[src/rtl/ps2_key_decoder_if.sv]
// Key event bus between the PS/2 decoder and its consumer: raw PS/2 pins and flush in, key events out.
interface ps2_key_decoder_if #(
    parameter int KEY_W = 128
);
    logic             ps2_clk;
    logic             ps2_data;
    logic             flush;
    logic [KEY_W-1:0] key_down;
    logic [8:0]       last_change;
    logic             key_valid;
    logic             frame_err;

    // master drives the pins and flush; slave is the decoder producing key events
    modport master (
        output ps2_clk, ps2_data, flush,
        input  key_down, last_change, key_valid, frame_err
    );

    modport slave (
        input  ps2_clk, ps2_data, flush,
        output key_down, last_change, key_valid, frame_err
    );
endinterface

[src/rtl/ps2_key_decoder.sv]
// PS/2 device-to-host receiver with E0/F0 prefix tracking and a held-key bitmap.
// Optional macro PS2_PARITY_CHECK_EN turns on odd-parity checking of each received byte.
module ps2_key_decoder #(
    parameter int SYNC_STAGES    = 2,
    parameter int TIMEOUT_CYCLES = 100000,
    parameter int KEY_W          = 128
) (
    input logic              clk,
    input logic              rst_n,
    ps2_key_decoder_if.slave bus
);
    localparam int              CNT_W  = $clog2(TIMEOUT_CYCLES + 1);
    localparam int              IDX_W  = $clog2(KEY_W);
    localparam logic [CNT_W-1:0] TO_MAX = CNT_W'(TIMEOUT_CYCLES - 1);

    typedef enum logic [1:0] {IDLE, DATA, PARITY, STOP} rx_state_t;

    rx_state_t        state;
    rx_state_t        state_next;
    logic [SYNC_STAGES-1:0] clk_sync;
    logic [SYNC_STAGES-1:0] data_sync;
    logic             clk_prev;
    logic             fall;
    logic             data_bit;
    logic [2:0]       bit_idx;
    logic [7:0]       shift_reg;
    logic [CNT_W-1:0] to_cnt;
    logic             timeout;
    logic             shift_en;
    logic             frame_done;
    logic             parity_ok;
    logic             byte_ok;
    logic             byte_valid;
    logic             ext;
    logic             brk;
    logic [IDX_W-1:0] key_idx;
    logic [KEY_W-1:0] key_down;
    logic [8:0]       last_change;
    logic             key_valid;
    logic             frame_err;

    // Idle-high reset values keep the synchroniser from inventing a falling edge
    always_ff @(posedge clk or negedge rst_n) begin
        if (!rst_n) begin
            clk_sync  <= '1;
            data_sync <= '1;
            clk_prev  <= 1'b1;
        end else begin
            clk_sync  <= {clk_sync[SYNC_STAGES-2:0], bus.ps2_clk};
            data_sync <= {data_sync[SYNC_STAGES-2:0], bus.ps2_data};
            clk_prev  <= clk_sync[SYNC_STAGES-1];
        end
    end

    assign fall     = clk_prev & ~clk_sync[SYNC_STAGES-1];
    assign data_bit = data_sync[SYNC_STAGES-1];
    assign timeout  = (state != IDLE) && !fall && (to_cnt == TO_MAX);

    always_ff @(posedge clk or negedge rst_n) begin
        if (!rst_n) begin
            to_cnt <= '0;
        end else if (fall || state == IDLE) begin
            to_cnt <= '0;
        end else if (!timeout) begin
            to_cnt <= to_cnt + CNT_W'(1);
        end
    end

    always_ff @(posedge clk or negedge rst_n) begin
        if (!rst_n) begin
            state <= IDLE;
        end else begin
            state <= state_next;
        end
    end

    always_comb begin
        state_next = state;
        if (timeout) begin
            state_next = IDLE;
        end else if (fall) begin
            case (state)
                IDLE:    if (!data_bit) state_next = DATA;
                DATA:    if (bit_idx == 3'd7) state_next = PARITY;
                PARITY:  state_next = STOP;
                STOP:    state_next = IDLE;
                default: state_next = IDLE;
            endcase
        end
    end

    always_comb begin
        shift_en   = 1'b0;
        frame_done = 1'b0;
        if (fall) begin
            shift_en   = (state == DATA);
            frame_done = (state == STOP);
        end
    end

    // bit_idx wraps 7->0 on its own after a full byte; IDLE also clears it after a timeout
    always_ff @(posedge clk or negedge rst_n) begin
        if (!rst_n) begin
            bit_idx   <= 3'd0;
            shift_reg <= 8'd0;
        end else if (shift_en) begin
            shift_reg <= {data_bit, shift_reg[7:1]};
            bit_idx   <= bit_idx + 3'd1;
        end else if (state == IDLE) begin
            bit_idx   <= 3'd0;
        end
    end

`ifdef PS2_PARITY_CHECK_EN
    logic parity_bit;

    always_ff @(posedge clk or negedge rst_n) begin
        if (!rst_n) begin
            parity_bit <= 1'b0;
        end else if (fall && state == PARITY) begin
            parity_bit <= data_bit;
        end
    end

    assign parity_ok = ^{shift_reg, parity_bit};
`else
    assign parity_ok = 1'b1;
`endif

    assign byte_ok = data_bit && parity_ok;

    always_ff @(posedge clk or negedge rst_n) begin
        if (!rst_n) begin
            byte_valid <= 1'b0;
            frame_err  <= 1'b0;
        end else begin
            byte_valid <= frame_done && byte_ok;
            frame_err  <= frame_done && !byte_ok;
        end
    end

    assign key_idx = IDX_W'(shift_reg);

    // shift_reg stays stable until the next frame's data bits, so decode reads it directly
    always_ff @(posedge clk or negedge rst_n) begin
        if (!rst_n) begin
            key_down    <= '0;
            last_change <= 9'd0;
            key_valid   <= 1'b0;
            ext         <= 1'b0;
            brk         <= 1'b0;
        end else begin
            key_valid <= 1'b0;
            if (byte_valid) begin
                if (shift_reg == 8'hE0) begin
                    ext <= 1'b1;
                end else if (shift_reg == 8'hF0) begin
                    brk <= 1'b1;
                end else begin
                    last_change <= {ext, shift_reg};
                    key_valid   <= 1'b1;
                    ext         <= 1'b0;
                    brk         <= 1'b0;
                    if (!ext && (32'(shift_reg) < KEY_W)) begin
                        key_down[key_idx] <= ~brk;
                    end
                end
            end
            if (bus.flush) begin
                key_down <= '0;
            end
        end
    end

    assign bus.key_down    = key_down;
    assign bus.last_change = last_change;
    assign bus.key_valid   = key_valid;
    assign bus.frame_err   = frame_err;
endmodule

[src/flat_wrapper.sv]
// flat-port wrapper written by rule: the top's interface ports become plain ports
module ps2_key_decoder_flat 
#(
    parameter int SYNC_STAGES    = 2,
    parameter int TIMEOUT_CYCLES = 100000,
    parameter int KEY_W          = 128
)
  (clk, rst_n, bus_ps2_clk, bus_ps2_data, bus_flush, bus_key_down, bus_last_change, bus_key_valid, bus_frame_err);
  ps2_key_decoder_if #(.KEY_W(KEY_W)) bus_i ();
  input logic clk;
  input logic rst_n;
  input wire logic [$bits(bus_i.ps2_clk)-1:0] bus_ps2_clk;
  input wire logic [$bits(bus_i.ps2_data)-1:0] bus_ps2_data;
  input wire logic [$bits(bus_i.flush)-1:0] bus_flush;
  output wire logic [$bits(bus_i.key_down)-1:0] bus_key_down;
  output wire logic [$bits(bus_i.last_change)-1:0] bus_last_change;
  output wire logic [$bits(bus_i.key_valid)-1:0] bus_key_valid;
  output wire logic [$bits(bus_i.frame_err)-1:0] bus_frame_err;
  assign bus_i.ps2_clk = bus_ps2_clk;
  assign bus_i.ps2_data = bus_ps2_data;
  assign bus_i.flush = bus_flush;
  assign bus_key_down = bus_i.key_down;
  assign bus_last_change = bus_i.last_change;
  assign bus_key_valid = bus_i.key_valid;
  assign bus_frame_err = bus_i.frame_err;
  ps2_key_decoder #(.SYNC_STAGES(SYNC_STAGES), .TIMEOUT_CYCLES(TIMEOUT_CYCLES), .KEY_W(KEY_W)) u_core (.clk(clk), .rst_n(rst_n), .bus(bus_i));
endmodule
[config.mk]
export PLATFORM = sky130hd
export DESIGN_NAME = ps2_key_decoder_flat
export DESIGN_NICKNAME = d
export VERILOG_FILES = /design/src/rtl/ps2_key_decoder_if.sv /design/src/rtl/ps2_key_decoder.sv /design/src/flat_wrapper.sv
export SDC_FILE = /design/constraint.sdc
export NUM_CORES = 1
export LEC_CHECK = 0
export BUFFER_PORTS_ARGS = -buffer_cell sky130_fd_sc_hd__buf_2
export CORE_UTILIZATION = 62
export CTS_BUF_LIST = sky130_fd_sc_hd__clkbuf_4
export DETAILED_ROUTE_END_ITERATION = 6
export GPL_TIMING_DRIVEN = 0
export PLACE_DENSITY = 0.84
export RECOVER_POWER = 100
export SLEW_MARGIN = 10
export SYNTH_ARGS = -nofsm -noshare
export SYNTH_HDL_FRONTEND = slang
export SYNTH_SLANG_ARGS = --single-unit
[constraint.sdc]
create_clock -name clk -period 4.9 [get_ports clk]
set_input_delay 0.245 -clock clk [delete_from_list [all_inputs] [get_ports clk]]
set_output_delay 0.245 -clock clk [all_outputs]
set_load 0.01 [all_outputs]
---- Word-level counts from Yosys, hierarchy flattened ----
Index checks and enable logic that the tools add are counted.
W data, S select, Z words.
storage, ports and cells
  logic and storage cells ................. 83
  bits of input ports ..................... 5
  bits in registers ....................... 177
  output and inout bits ................... 139
operators by class
  reductions and logical operators ........ 21
  bitwise operators ....................... 5
  magnitude comparators ................... 3
  muxes and demuxes ....................... 25
  equality and inequality tests ........... 13
  add/subtract/negate cells ............... 2
operators by type and width
  kind                     count
  $mux W128                5
  $bwmux W128              1
  $mux W17                 2
  $add A17 B1 Y17 const B  1
  $eq A17 B17 Y1 const B   1
  $eq A8 B8 Y1 const B     2
  $reduce_bool A2 Y1       5
  $mux W1                  9
  $lt A7 B8 Y1 const B     1
  $lt A8 B8 Y1 const B     1
  $mux W2                  4
  $pmux W2 S4              1
  $demux W1 S7             1
  $ge A7 B1 Y1 const B     1
  $logic_and A1 B1 Y1      6
  $mux W3                  2
  $ne A2 B2 Y1 const B     3
  $reduce_and A3 Y1        2
  $eq A2 B2 Y1 const B     2
  $not A1 Y1               4
  $reduce_and A2 Y1        2
  $reduce_and A4 Y1        1
  $add A3 B1 Y3 const B    1
  $eq A3 B3 Y1 const B     1
  other kinds (8)          10

---- Longest topological paths before layout ----
Gate-level depths: netlist of the first run.
  depth in word-level cells ............... 10
  mapped depth ............................ 8
  depth with buffers taken out ............ 6

---- Least setup slack after synthesis of the first run ----
OpenSTA, ideal clock, no wires.
  kind .................................... flip-flop to flip-flop
  start point ............................. register u_core.shift_reg[1]
  end point ............................... register u_core.last_change[4] (netlist: u_core.bus.last_change[4])
  data arrival time ....................... 1.996 ns
  period minus slack after synthesis ...... 2.120 ns
  path buffers ............................ 1
  stages on the path, launching flop included .. 5
  path slack .............................. 2.780 ns
  required time ........................... 4.775 ns
  library setup time ...................... 0.125 ns
  cells stage by stage .................... dfrtp_1 -> clkbuf_1 -> or4b_4 -> o31ai_2 -> mux2_2
on the way
  cells in the longest elaborated chain, start to end .. 3
  elaborated cells between the ends (all ways) .. 5
  classes of those cells .................. eq/ne (2); bitwise (2); reduce/logical (1)
RTL lines
  element                                 RTL line                                        text
  start, declared                         ps2_key_decoder.sv:26                           logic [7:0] shift_reg;
  start signal, assigned                  ps2_key_decoder.sv:107                          shift_reg <= {data_bit, shift_reg[7:1]};
  $eq A8 B8 Y1, on equally long branches  ps2_key_decoder.sv:155, ps2_key_decoder.sv:157
  $not A1 Y1 (no line)                    -
  $reduce_and A3 Y1 (no line) *           -
  end signal, assigned                    ps2_key_decoder.sv:160                          last_change <= {ext, shift_reg};
  end, declared                           ps2_key_decoder.sv:38                           logic [8:0] last_change;
Every way passes the cells marked *; elsewhere a longest branch is shown, timed or not.
A chain may end at the register's enable or synchronous reset.

---- Worst setup path after layout of the first run ----
  start point ............................. register u_core.byte_valid
  end point ............................... register u_core.key_down[96] (netlist: u_core.bus.key_down[96])
on the way
  cells in the longest elaborated chain, start to end .. 2
RTL lines
  element                        RTL line                text
  start, declared                ps2_key_decoder.sv:33   logic byte_valid;
  start signal, assigned         ps2_key_decoder.sv:137  byte_valid <= frame_done && byte_ok;
  $reduce_bool A2 Y1 (no line)   -
  $reduce_and A4 Y1 (no line)    -
  end signal, assigned by index  ps2_key_decoder.sv:165  key_down[key_idx] <= ~brk;
  end, declared                  ps2_key_decoder.sv:37   logic [KEY_W-1:0] key_down;
Every way passes these cells.

==> impl_metrics.csv, run 1 <==
group,metric,value,unit
timing,tns,0,ps
critical_path,cpMostUsedCell,"clkbuf_1",
layout,largestRegisters,"u_core.bus.key_down: 128 flops, u_core.to_cnt: 17 flops, u_core.bus.last_change: 9 flops",
yosys,synth_cells,831,
pwr,leakagePower,3.58,nW
critical_path,cp_slowest_stage_delay,570,ps
timing,setup_viol,0,
global_route,first_global_vias,6452,
critical_path,r2r-end,"u_core.bus.key_down[96]",
drt,drt_wl_total,22000,um
yosys,ys_seq_elements,177,
clock_network,htreeDepth,4,
clock_network,clkLatencyLatePin,590,ps
clock_network,cts_sinks,177,
critical_path,criticalPathCategory,"register to register",
placed_design,dp_hpwl,15000,um
pwr,peakVddDrop,254,uV
timing,tightest_slew,1160,ps
drt,drt_iter0_markers,688,
critical_path,reg2regPathDepth,7,
yosys,ys_warn_count,0,
clock_network,cts_made_buffers,17,
global_route,antenna_found_initial,1,
die,placementRows,41,
layout,seqCellArea,0.00444,sq mm
drt,ant_nets,0,
yosys,seq_area_frac_synth,54.7,%
clock_network,cts_tree,"yes",
worst_hold_path,hold_depth,2,
layout,final_area,0.00914,sq mm
clock_network,cts_resized,0,
critical_path,crit_path_start_kind,"register",
global_route,grt.total_usage,34.2,%
run_status,status,"finished clean",
layout,final_cell_mix,"clkbuf_1, dfrtp_1, o21ai_0",
clock_network,cts_root_buffer,"clkbuf_4",
die,ios,144,
drt,vias,7149,
drt,via_per_inst,6.05,
timing,max_freq,356,MHz
timing,relSlewSlack,22.0,%
layout,syn2layout_area_growth,12.7,%
worst_hold_path,min_from,"bus_flush",
layout,drive_gt1_share,5.95,%
yosys,async_reset_ff_share,100,%
placed_design,place_area,0.00907,sq mm
pwr,power_per_cell_area,324,mW/mm^2
layout,largest_reg_flops,128,
yosys,synth_top_area_share,53.1,%
yosys,syn_avg_cell_area,9.76,sq um
critical_path,crit_slowest_cell,"or4_1",
die,die_y,116,um
timing,hold_viol_final,0,
placed_design,gp_congestion,0.850,
yosys,synth_ff_type,"dfrtp_1",
yosys,synth_area_leaders,"dfrtp_1, or3_1, o21ai_0",
timing,finalCritPeriodShare,57.4,%
critical_path,required,5420,ps
yosys,synth_area,0.00811,sq mm
critical_path,cp_top_family,"simple AND/OR/NAND/NOR gates",
die,die_x,116,um
yosys,synth_fp_nets,844,
timing,finClkSkew,24.9,ps
clock_network,clockBufferDepth,2,
global_route,grt_remaining_overflow,0,
critical_path,path_cells,"clkbuf_1 -> or3b_1 -> clkbuf_1 -> or4_1 -> clkbuf_1 -> or3_1 -> a21oi_1",
critical_path,path_buf_inv,3,
global_route,grt_pass1_wl,34300,um
drt,wire_per_inst,18.6,um
job,max-cap-violations,0,
timing,min_period,2810,ps
critical_path,r2r_slack,2090,ps
worst_hold_path,hp-class,"input port to register",
die,core,0.0127,sq mm
global_route,grt_max_degree,115,
layout,utilization,72.1,%
critical_path,rr_startpoint,"u_core.byte_valid",
timing,rsz0062_at_grt,"false",
drt,route.detailed.drc,0,
critical_path,cp_data_arrival_time,3330,ps
die,start_util,64.0,%
critical_path,critical_path.max_fanout,10,
critical_path,critPathCaptureType,"register",
yosys,synth_edf_count,0,
yosys,synth_cell_types,48,
layout,regMostFlops,"u_core.bus.key_down",
die,die_area,0.0135,sq mm
layout,multi_input_area,0.00326,sq mm
layout,fin_nets,1009,
layout,fillerInstances,1038,
yosys,yosysTopAreaCell,"dfrtp_1",
worst_hold_path,hold_path_end,"u_core.bus.key_down[80]",
timing,final_max_slew_viol_count,0,
critical_path,cp.depth,7,
layout,layout_commonest_cell,"clkbuf_1",
clock_network,clk_pin_slew,140,ps
drt,drtPass1Iterations,5,
placed_design,io_buffers,142,
report_power, final:
part / switching [W] / total, W / internal (W) / leakage [nW]
registers: 0.0000575 / 0.00160 / 0.00154 / 2.44
clock network: 0.000473 / 0.000767 / 0.000294 / 0.147
logic: 0.000424 / 0.000601 / 0.000177 / 0.996
through the flow:
step	worst slack, ps	power [W]	hold slack, ps	cells
after floorplan	2780	0.00200	-50.6	831
after global placement	825	0.00220	346	1145
after detailed placement	2540	0.00223	213	1146
after CTS	2510	0.00298	60.4	1181
after global routing	1830	0.00310	80.5	1182
final	2090	0.00297	92.1	1182
per-layer routing:
metal | vias to the layer above | global-route usage, % | share of wire, %
met3 | 63 | 8.04 | 8.6
met1 | 3441 | 47.7 | 43
met2 | 340 | 51.0 | 46
li1 | 3305 | - | -
met4 | 0 | 15.9 | 3.4
met5 | - | 0 | 0
cells in the mapped netlist (3+ instances only):
cell,number
or4b_1,4
nand4b_1,4
nor2_1,13
nand4bb_1,4
inv_1,12
nand3b_1,5
ha_1,8
xor2_1,4
and3_1,4
or2_1,10
nand2_1,26
mux2_2,10
or2_2,7
buf_6,3
nand4_1,6
a21oi_1,135
clkbuf_1,81
nand3_1,5
dfstp_2,5
dfrtp_1,172
or3_1,133
xnor2_1,4
o21ai_0,142
worst reg2reg max path, stage by stage, from the launching register on:
cell      delay, ps
dfrtp_1         340
clkbuf_1        350
or3b_1          390
clkbuf_1        240
or4_1           570
clkbuf_1        310
or3_1           420
a21oi_1         150
layout make-up:
| class | instances | share of cell area, % |
|---|---|---|
| antenna | 1 | 0.0274 |
| buffer | 86 | 3.53 |
| clock buffer | 25 | 2.05 |
| clock inverter | 7 | 0.712 |
| inverter | 12 | 0.493 |
| multi-input combinational | 556 | 35.7 |
| sequential | 177 | 48.5 |
| tap | 172 | 2.35 |
| timing repair buffer | 146 | 6.61 |
worst max-delay path by stage:
stage / slack, ps / to / from
final: 2090 / u_core.bus.key_down[96] / u_core.byte_valid
after global routing: 1830 / u_core.bus.last_change[7] / u_core.shift_reg[1]
after CTS: 2510 / u_core.bus.last_change[5] / u_core.shift_reg[1]
after detailed placement: 2540 / u_core.bus.last_change[4] / u_core.shift_reg[1]
after global placement: 820 / u_core.to_cnt[0] / rst_n
after floorplan: 2780 / u_core.bus.last_change[4] / u_core.shift_reg[1]
cell families (layout without fill, tap and decap cells):
logic type                 after synthesis  after routing  synth area share [%]
DFF                                    177            177                  54.7
AOI/OAI and AO/OA                      288            288                  18.3
adders and majority gates                8              8                  1.23
other                                    0              1                     0
buffers and inverters                   98            276                  4.87
xor gates and xnor gates                 8              8                 0.864
and+or+nand+nor                        241            241                  18.6
muxes                                   11             11                  1.51
what timing repair did:
item / 4_1_cts / 5_1_grt
hold buffers: 3 / 0
setup endpoints to repair: 0 / 0
buffers inserted: 0 / 0
endpoints found under the hold margin: 65 / 0
Power figures use the tool's default switching activity.
==> run 2, diff against run 1 <==
- ABC_AREA: unset -> 1
- CORE_UTILIZATION: 62 -> 54
- PLACE_DENSITY: 0.84 -> 0.76
- clock period: 4.9 -> 2.3 ns (I/O delays scaled with it)
==> impl_metrics.csv, run 2 <==
group,metric,value,unit
critical_path,crit_start,"u_core.shift_reg[2]",
clock_network,clockBufferDepth,2,
layout,syn2layout_area_growth,12.2,%
drt,drt_iter0_markers,1059,
die,core,0.0174,sq mm
run_status,violations,"DRC, capacitance limit, slew limit",
layout,drive_gt1_share,6.53,%
worst_hold_path,hp-class,"input port to register",
layout,largest_reg_flops,128,
layout,layout_commonest_cell,"nand2_1",
die,die_y,136,um
timing,relSlewSlack,-27.4,%
pwr,peakVddDrop,359,uV
timing,final_max_slew_viol_count,76,
placed_design,io_buffers,142,
clock_network,clk_pin_slew,150,ps
layout,regMostFlops,"u_core.bus.key_down",
yosys,ys_warn_count,0,
global_route,grt_remaining_overflow,0,
yosys,synth_area_leaders,"dfrtp_1, nand2_1, nor4_1",
placed_design,dp_hpwl,20600,um
timing,worst_slack,0.00400,ps
global_route,first_global_vias,8855,
timing,max_freq,435,MHz
critical_path,required,2790,ps
yosys,async_reset_ff_share,100,%
drt,ant_nets,0,
die,ios,144,
critical_path,criticalPathCategory,"register to register",
placed_design,post-place-ws,-218,ps
yosys,synth_ff_type,"dfrtp_1",
yosys,synth_edf_count,0,
die,die_area,0.0184,sq mm
yosys,yosysTopAreaCell,"dfrtp_1",
drt,via_per_inst,5.85,
global_route,grt_max_degree,103,
yosys,yosys-top-cells-count,"nand2_1, dfrtp_1, nor2_1",
drt,route.detailed.drc,1,
yosys,synth_area,0.00967,sq mm
critical_path,critical_path.max_fanout,10,
timing,hold_viol_final,0,
layout,largestRegisters,"u_core.bus.key_down: 128 flops, u_core.to_cnt: 17 flops, u_core.bus.last_change: 9 flops",
timing,tightest_slew,1910,ps
yosys,synth_cells,1322,
layout,final_cell_mix,"nand2_1, clkbuf_1, dfrtp_1",
yosys,synth_top_area_share,44.5,%
die,start_util,55.5,%
critical_path,cp_data_arrival_time,2790,ps
layout,utilization,62.3,%
die,die_x,136,um
pwr,leakagePower,5.24,nW
pwr,power_per_cell_area,744,mW/mm^2
timing,min_period,2300,ps
clock_network,cts_tree,"yes",
timing,setup_viol,0,
timing,finClkSkew,29.2,ps
critical_path,rr_startpoint,"u_core.shift_reg[2]",
critical_path,crit_path_start_kind,"register",
drt,vias,10100,
clock_network,cts_sinks,177,
yosys,synth_fp_nets,1335,
global_route,grt_pass1_wl,46500,um
yosys,synth_cell_types,27,
clock_network,htreeDepth,4,
global_route,grt.total_usage,33.1,%
yosys,syn_avg_cell_area,7.32,sq um
run_status,status,"complete, but fails checks",
worst_hold_path,min_from,"bus_ps2_data",
clock_network,cts_made_buffers,17,
pwr,power,0.00808,W
clock_network,cts_setup_buffers,0,
clock_network,clkLatencyLatePin,620,ps
die,placementRows,48,
yosys,ys_seq_elements,177,
timing,rsz0062_at_grt,"false",
clock_network,cts_root_buffer,"clkbuf_4",
drt,drt_wl_total,30100,um
drt,drtPass1Iterations,7,
drt,wire_per_inst,17.4,um
critical_path,critPathCaptureType,"register",
layout,fin_nets,1500,
yosys,seq_area_frac_synth,45.9,%
placed_design,gp_congestion,0.912,
yosys,yosysMostFrequentCell,"nand2_1",
timing,finalCritPeriodShare,100,%
job,max-cap-violations,1,
global_route,antenna_found_initial,1,
==> run 2: final cells by class <==
cell class | count | area (sq um)
repair buffers | 146 | 587
multi-input cells | 989 | 4600
inverters | 63 | 255
plain buffers | 93 | 399
diodes | 1 | 2.50
clock inverters | 15 | 160
flip-flops and latches | 177 | 4440
fillers | 1673 | 6560
clock buffers | 17 | 128
well taps | 225 | 282
==> run 2: logic make-up (layout without fill, tap and decap cells) <==
logic type | count (synthesis) | in the layout | synth area share [%]
fa+ha+maj | 8 | 8 | 1.03
buf+inv | 156 | 334 | 6.53
compound gates | 290 | 290 | 15.2
xor+xnor | 2 | 2 | 0.181
simple gates | 689 | 689 | 31.2
flops | 177 | 177 | 45.9
other cells | 0 | 1 | 0
==> run 2: per-layer routing <==
layer	vias up	share of wire, %	GRT usage, %	wire [um]
li1	4805	-	-	-
met1	4641	41	45.3	12300
met2	556	45	50.5	13600
met3	90	10	6.11	3100
met4	0	3.7	16.0	1110
met5	-	0	0	0
==> run 2: report_power, final <==
group          total, W  leakage, nW  internal [W]  switching (W)
Sequential      0.00344         2.44       0.00328       0.000157
Clock           0.00184        0.130      0.000648        0.00119
Combinational   0.00280         2.67      0.000582        0.00222
Total           0.00808         5.24       0.00451        0.00357
==> run 2: repair_timing <==
action,4_1_cts,5_1_grt
gates cloned,0,0
resized for setup,1,9
hold buffers,3,0
setup endpoints to repair,10,28
hold endpoints to repair,77,0
pin swaps,0,0
==> run 2: final timing paths <==
check                           depth (start not counted)                        to  slack [ps]
worst max-delay path                                    7  u_core.bus.key_down[127]       0.004
worst min-delay path                                    2       u_core.data_sync[0]         140
worst max register to register                          7  u_core.bus.key_down[127]       0.004
worst min register to register                          0       u_core.data_sync[1]         360
max in group asynchronous                               3   u_core.bus.key_down[44]         420
min in group asynchronous                               2  u_core.bus.key_down[107]         550
==> run 2: critical path: stages (launching register included) <==
cell	delay (ps)
dfrtp_1	360
buf_4	150
nand3_1	370
inv_1	430
clkbuf_2	420
a21oi_1	150
o21ai_0	240
nand2_1	80
==> run 2: through the flow <==
stage,cells,cell area [sq um],hold WS (ps),setup TNS [ps]
floorplan,1322,9670,-181,0
global placement,1689,10700,221,-295170
detailed placement,1690,10700,130,-1600
CTS,1725,11000,70.0,0
global route,1726,10900,105,0
finish,1726,10900,144,0
==> run 3, diff against run 2 <==
--- a/config.mk
+++ b/config.mk
@@ -6,11 +6,10 @@
 export NUM_CORES = 1
 export LEC_CHECK = 0
-export ABC_AREA = 1
 export BUFFER_PORTS_ARGS = -buffer_cell sky130_fd_sc_hd__buf_2
-export CORE_UTILIZATION = 54
+export CORE_UTILIZATION = 52
 export CTS_BUF_LIST = sky130_fd_sc_hd__clkbuf_4
 export DETAILED_ROUTE_END_ITERATION = 6
 export GPL_TIMING_DRIVEN = 0
-export PLACE_DENSITY = 0.76
+export PLACE_DENSITY = 0.75
 export RECOVER_POWER = 100
 export SLEW_MARGIN = 10
==> constraint.sdc (replaced) <==
create_clock -name clk -period 2.3 [get_ports clk]
set_input_delay 0.23 -clock clk [delete_from_list [all_inputs] [get_ports clk]]
set_output_delay 0.23 -clock clk [all_outputs]
set_load 0.01 [all_outputs]
==> impl_metrics.csv, run 3 (same netlist as run 1, synthesis figures left out) <==
group,metric,value,unit
run_status,status,"complete, but fails checks",
run_status,violations,"capacitance limit, slew limit, setup timing",
critical_path,cp_data_arrival_time,2830,ps
layout,layout_commonest_cell,"clkbuf_1",
placed_design,post-place-ws,-82.0,ps
layout,syn2layout_area_growth,14.8,%
pwr,power_per_cell_area,682,mW/mm^2
pwr,peakVddDrop,577,uV
drt,top_layer_used,"met4",
clock_network,clockBufferDepth,2,
timing,tightest_slew,1850,ps
pwr,power_frac_comb,21.4,%
layout,fin_nets,1015,
critical_path,rr_startpoint,"u_core.byte_valid",
critical_path,crit_path_start_kind,"register",
clock_network,clkLatencyLatePin,600,ps
placed_design,gp_congestion,0.811,
layout,drive_gt1_share,9.56,%
timing,worst_slack,-4.08,ps
timing,min_period,2300,ps
pwr,power.share.sequential,53.6,%
drt,drt_iter0_markers,647,
pwr,leakagePower,3.67,nW
drt,wire_per_inst,18.8,um
die,core,0.0152,sq mm
critical_path,critical_path.max_fanout,10,
clock_network,clk_pin_slew,140,ps
worst_hold_path,hp-class,"input port to register",
placed_design,io_buffers,142,
pwr,p_sw_share,33.2,%
clock_network,cts_made_buffers,17,
pwr,power,0.00635,W
timing,setup_viol,1,
drt,via_per_inst,5.83,
job,max-cap-violations,1,
pwr,clock_power_share,25.0,%
critical_path,reg2regPathDepth,7,
critical_path,r2r_slack,-4,ps
critical_path,crit_start,"u_core.byte_valid",
global_route,antenna_found_initial,1,
die,ios,144,
die,placementRows,45,
critical_path,critical_path.endpoint,"u_core.bus.key_down[112]",
critical_path,required,2830,ps
critical_path,r2r-end,"u_core.bus.key_down[112]",
clock_network,cts_root_buffer,"clkbuf_4",
layout,largestRegisters,"u_core.bus.key_down: 128 flops, u_core.to_cnt: 17 flops, u_core.bus.last_change: 9 flops",
global_route,grt_max_degree,105,
timing,finClkSkew,18.7,ps
layout,regMostFlops,"u_core.bus.key_down",
pwr,netSwitchingPower,0.00211,W
drt,met3_length,1460,um
critical_path,criticalPathCategory,"register to register",
clock_network,cts_tree,"yes",
drt,route.detailed.drc,0,
global_route,grt_remaining_overflow,0,
drt,drtPass1Iterations,5,
global_route,first_global_vias,6529,
critical_path,critPathCaptureType,"register",
die,die_area,0.0161,sq mm
die,die_y,127,um
global_route,grt_pass1_wl,35700,um
timing,hold_viol_final,0,
drt,ant_nets,0,
global_route,grt.total_usage,29.1,%
drt,wl_met2,10900,um
die,start_util,53.3,%
drt,m1WireLength,9830,um
timing,rsz0062_at_grt,"true",
timing,final_max_slew_viol_count,74,
clock_network,htreeDepth,4,
layout,final_cell_mix,"clkbuf_1, dfrtp_1, o21ai_0",
placed_design,dp_hpwl,15300,um
drt,drt_wl_total,22600,um
timing,finalCritPeriodShare,100,%
layout,largest_reg_flops,128,
pwr,intPower,0.00424,W
die,die_x,127,um
timing,relSlewSlack,-23.4,%
timing,hold_ws,27.5,ps
clock_network,cts_sinks,177,
timing,max_freq,434,MHz
drt,vias,7024,
==> run 3: worst max-delay path, stage by stage, from the launching register on <==
cell	delay (ps)
dfrtp_1	360
buf_6	120
or3b_1	360
buf_6	150
or4_4	580
buf_6	180
or3_1	350
a21oi_1	150
==> run 3: how the worst min path moves through the flow <==
stage	startpoint	end	cells past startpoint
after global placement	bus_ps2_data	u_core.data_sync[0]	1
after CTS	bus_flush	u_core.bus.key_down[82]	2
after floorplan	rst_n	u_core.bit_idx[0]	0
after detailed placement	rst_n	u_core.bus.key_down[63]	1
after global routing	bus_flush	u_core.bus.key_down[78]	2
final	bus_flush	u_core.bus.key_down[82]	2
==> run 3: power by group through the flow <==
| stage | clock network, W | logic [W] | registers, W |
|---|---|---|---|
| 2_1_floorplan | 0 | 0.000798 | 0.00346 |
| 4_1_cts | 0.00161 | 0.00132 | 0.00340 |
| 3_3_place_gp | 0 | 0.00126 | 0.00346 |
| 6_report | 0.00159 | 0.00136 | 0.00341 |
| 3_5_place_dp | 0 | 0.00129 | 0.00346 |
| 5_1_grt | 0.00174 | 0.00152 | 0.00343 |
==> run 3: cell type report <==
type,instances,area (sq um)
fillers,1394,5890
flip-flops and latches,177,4440
multi-input cells,556,3330
repair buffers,153,647
plain buffers,85,378
well taps,188,235
clock buffers,18,135
clock inverters,14,98.8
inverters,12,45.0
diodes,1,2.50
==> run 3: metrics by stage <==
stage	instances	instance area [sq um]	utilization [%]	setup TNS, ps
CTS	1197	9370	61.7	0
finish	1204	9310	61.3	-4.08
floorplan	831	8110	-	0
global placement	1161	9060	59.6	-313210
detailed placement	1162	9090	59.8	-416
global route	1204	9310	61.3	-853
==> run 3: routing by layer <==
| layer | vias up | GRT usage [%] |
|---|---|---|
| met5 | - | 0 |
| met4 | 0 | 9.80 |
| met3 | 31 | 6.83 |
| met2 | 228 | 45.6 |
| met1 | 3442 | 40.1 |
| li1 | 3323 | - |
==> run 3: repair_timing <==
| item | in CTS | in global routing |
|---|---|---|
| endpoints found under the hold margin | 75 | 0 |
| resized for setup | 6 | 42 |
| endpoints found under the setup margin | 24 | 74 |
| hold buffers | 3 | 0 |
| setup buffers | 0 | 7 |
| pin swaps | 0 | 9 |
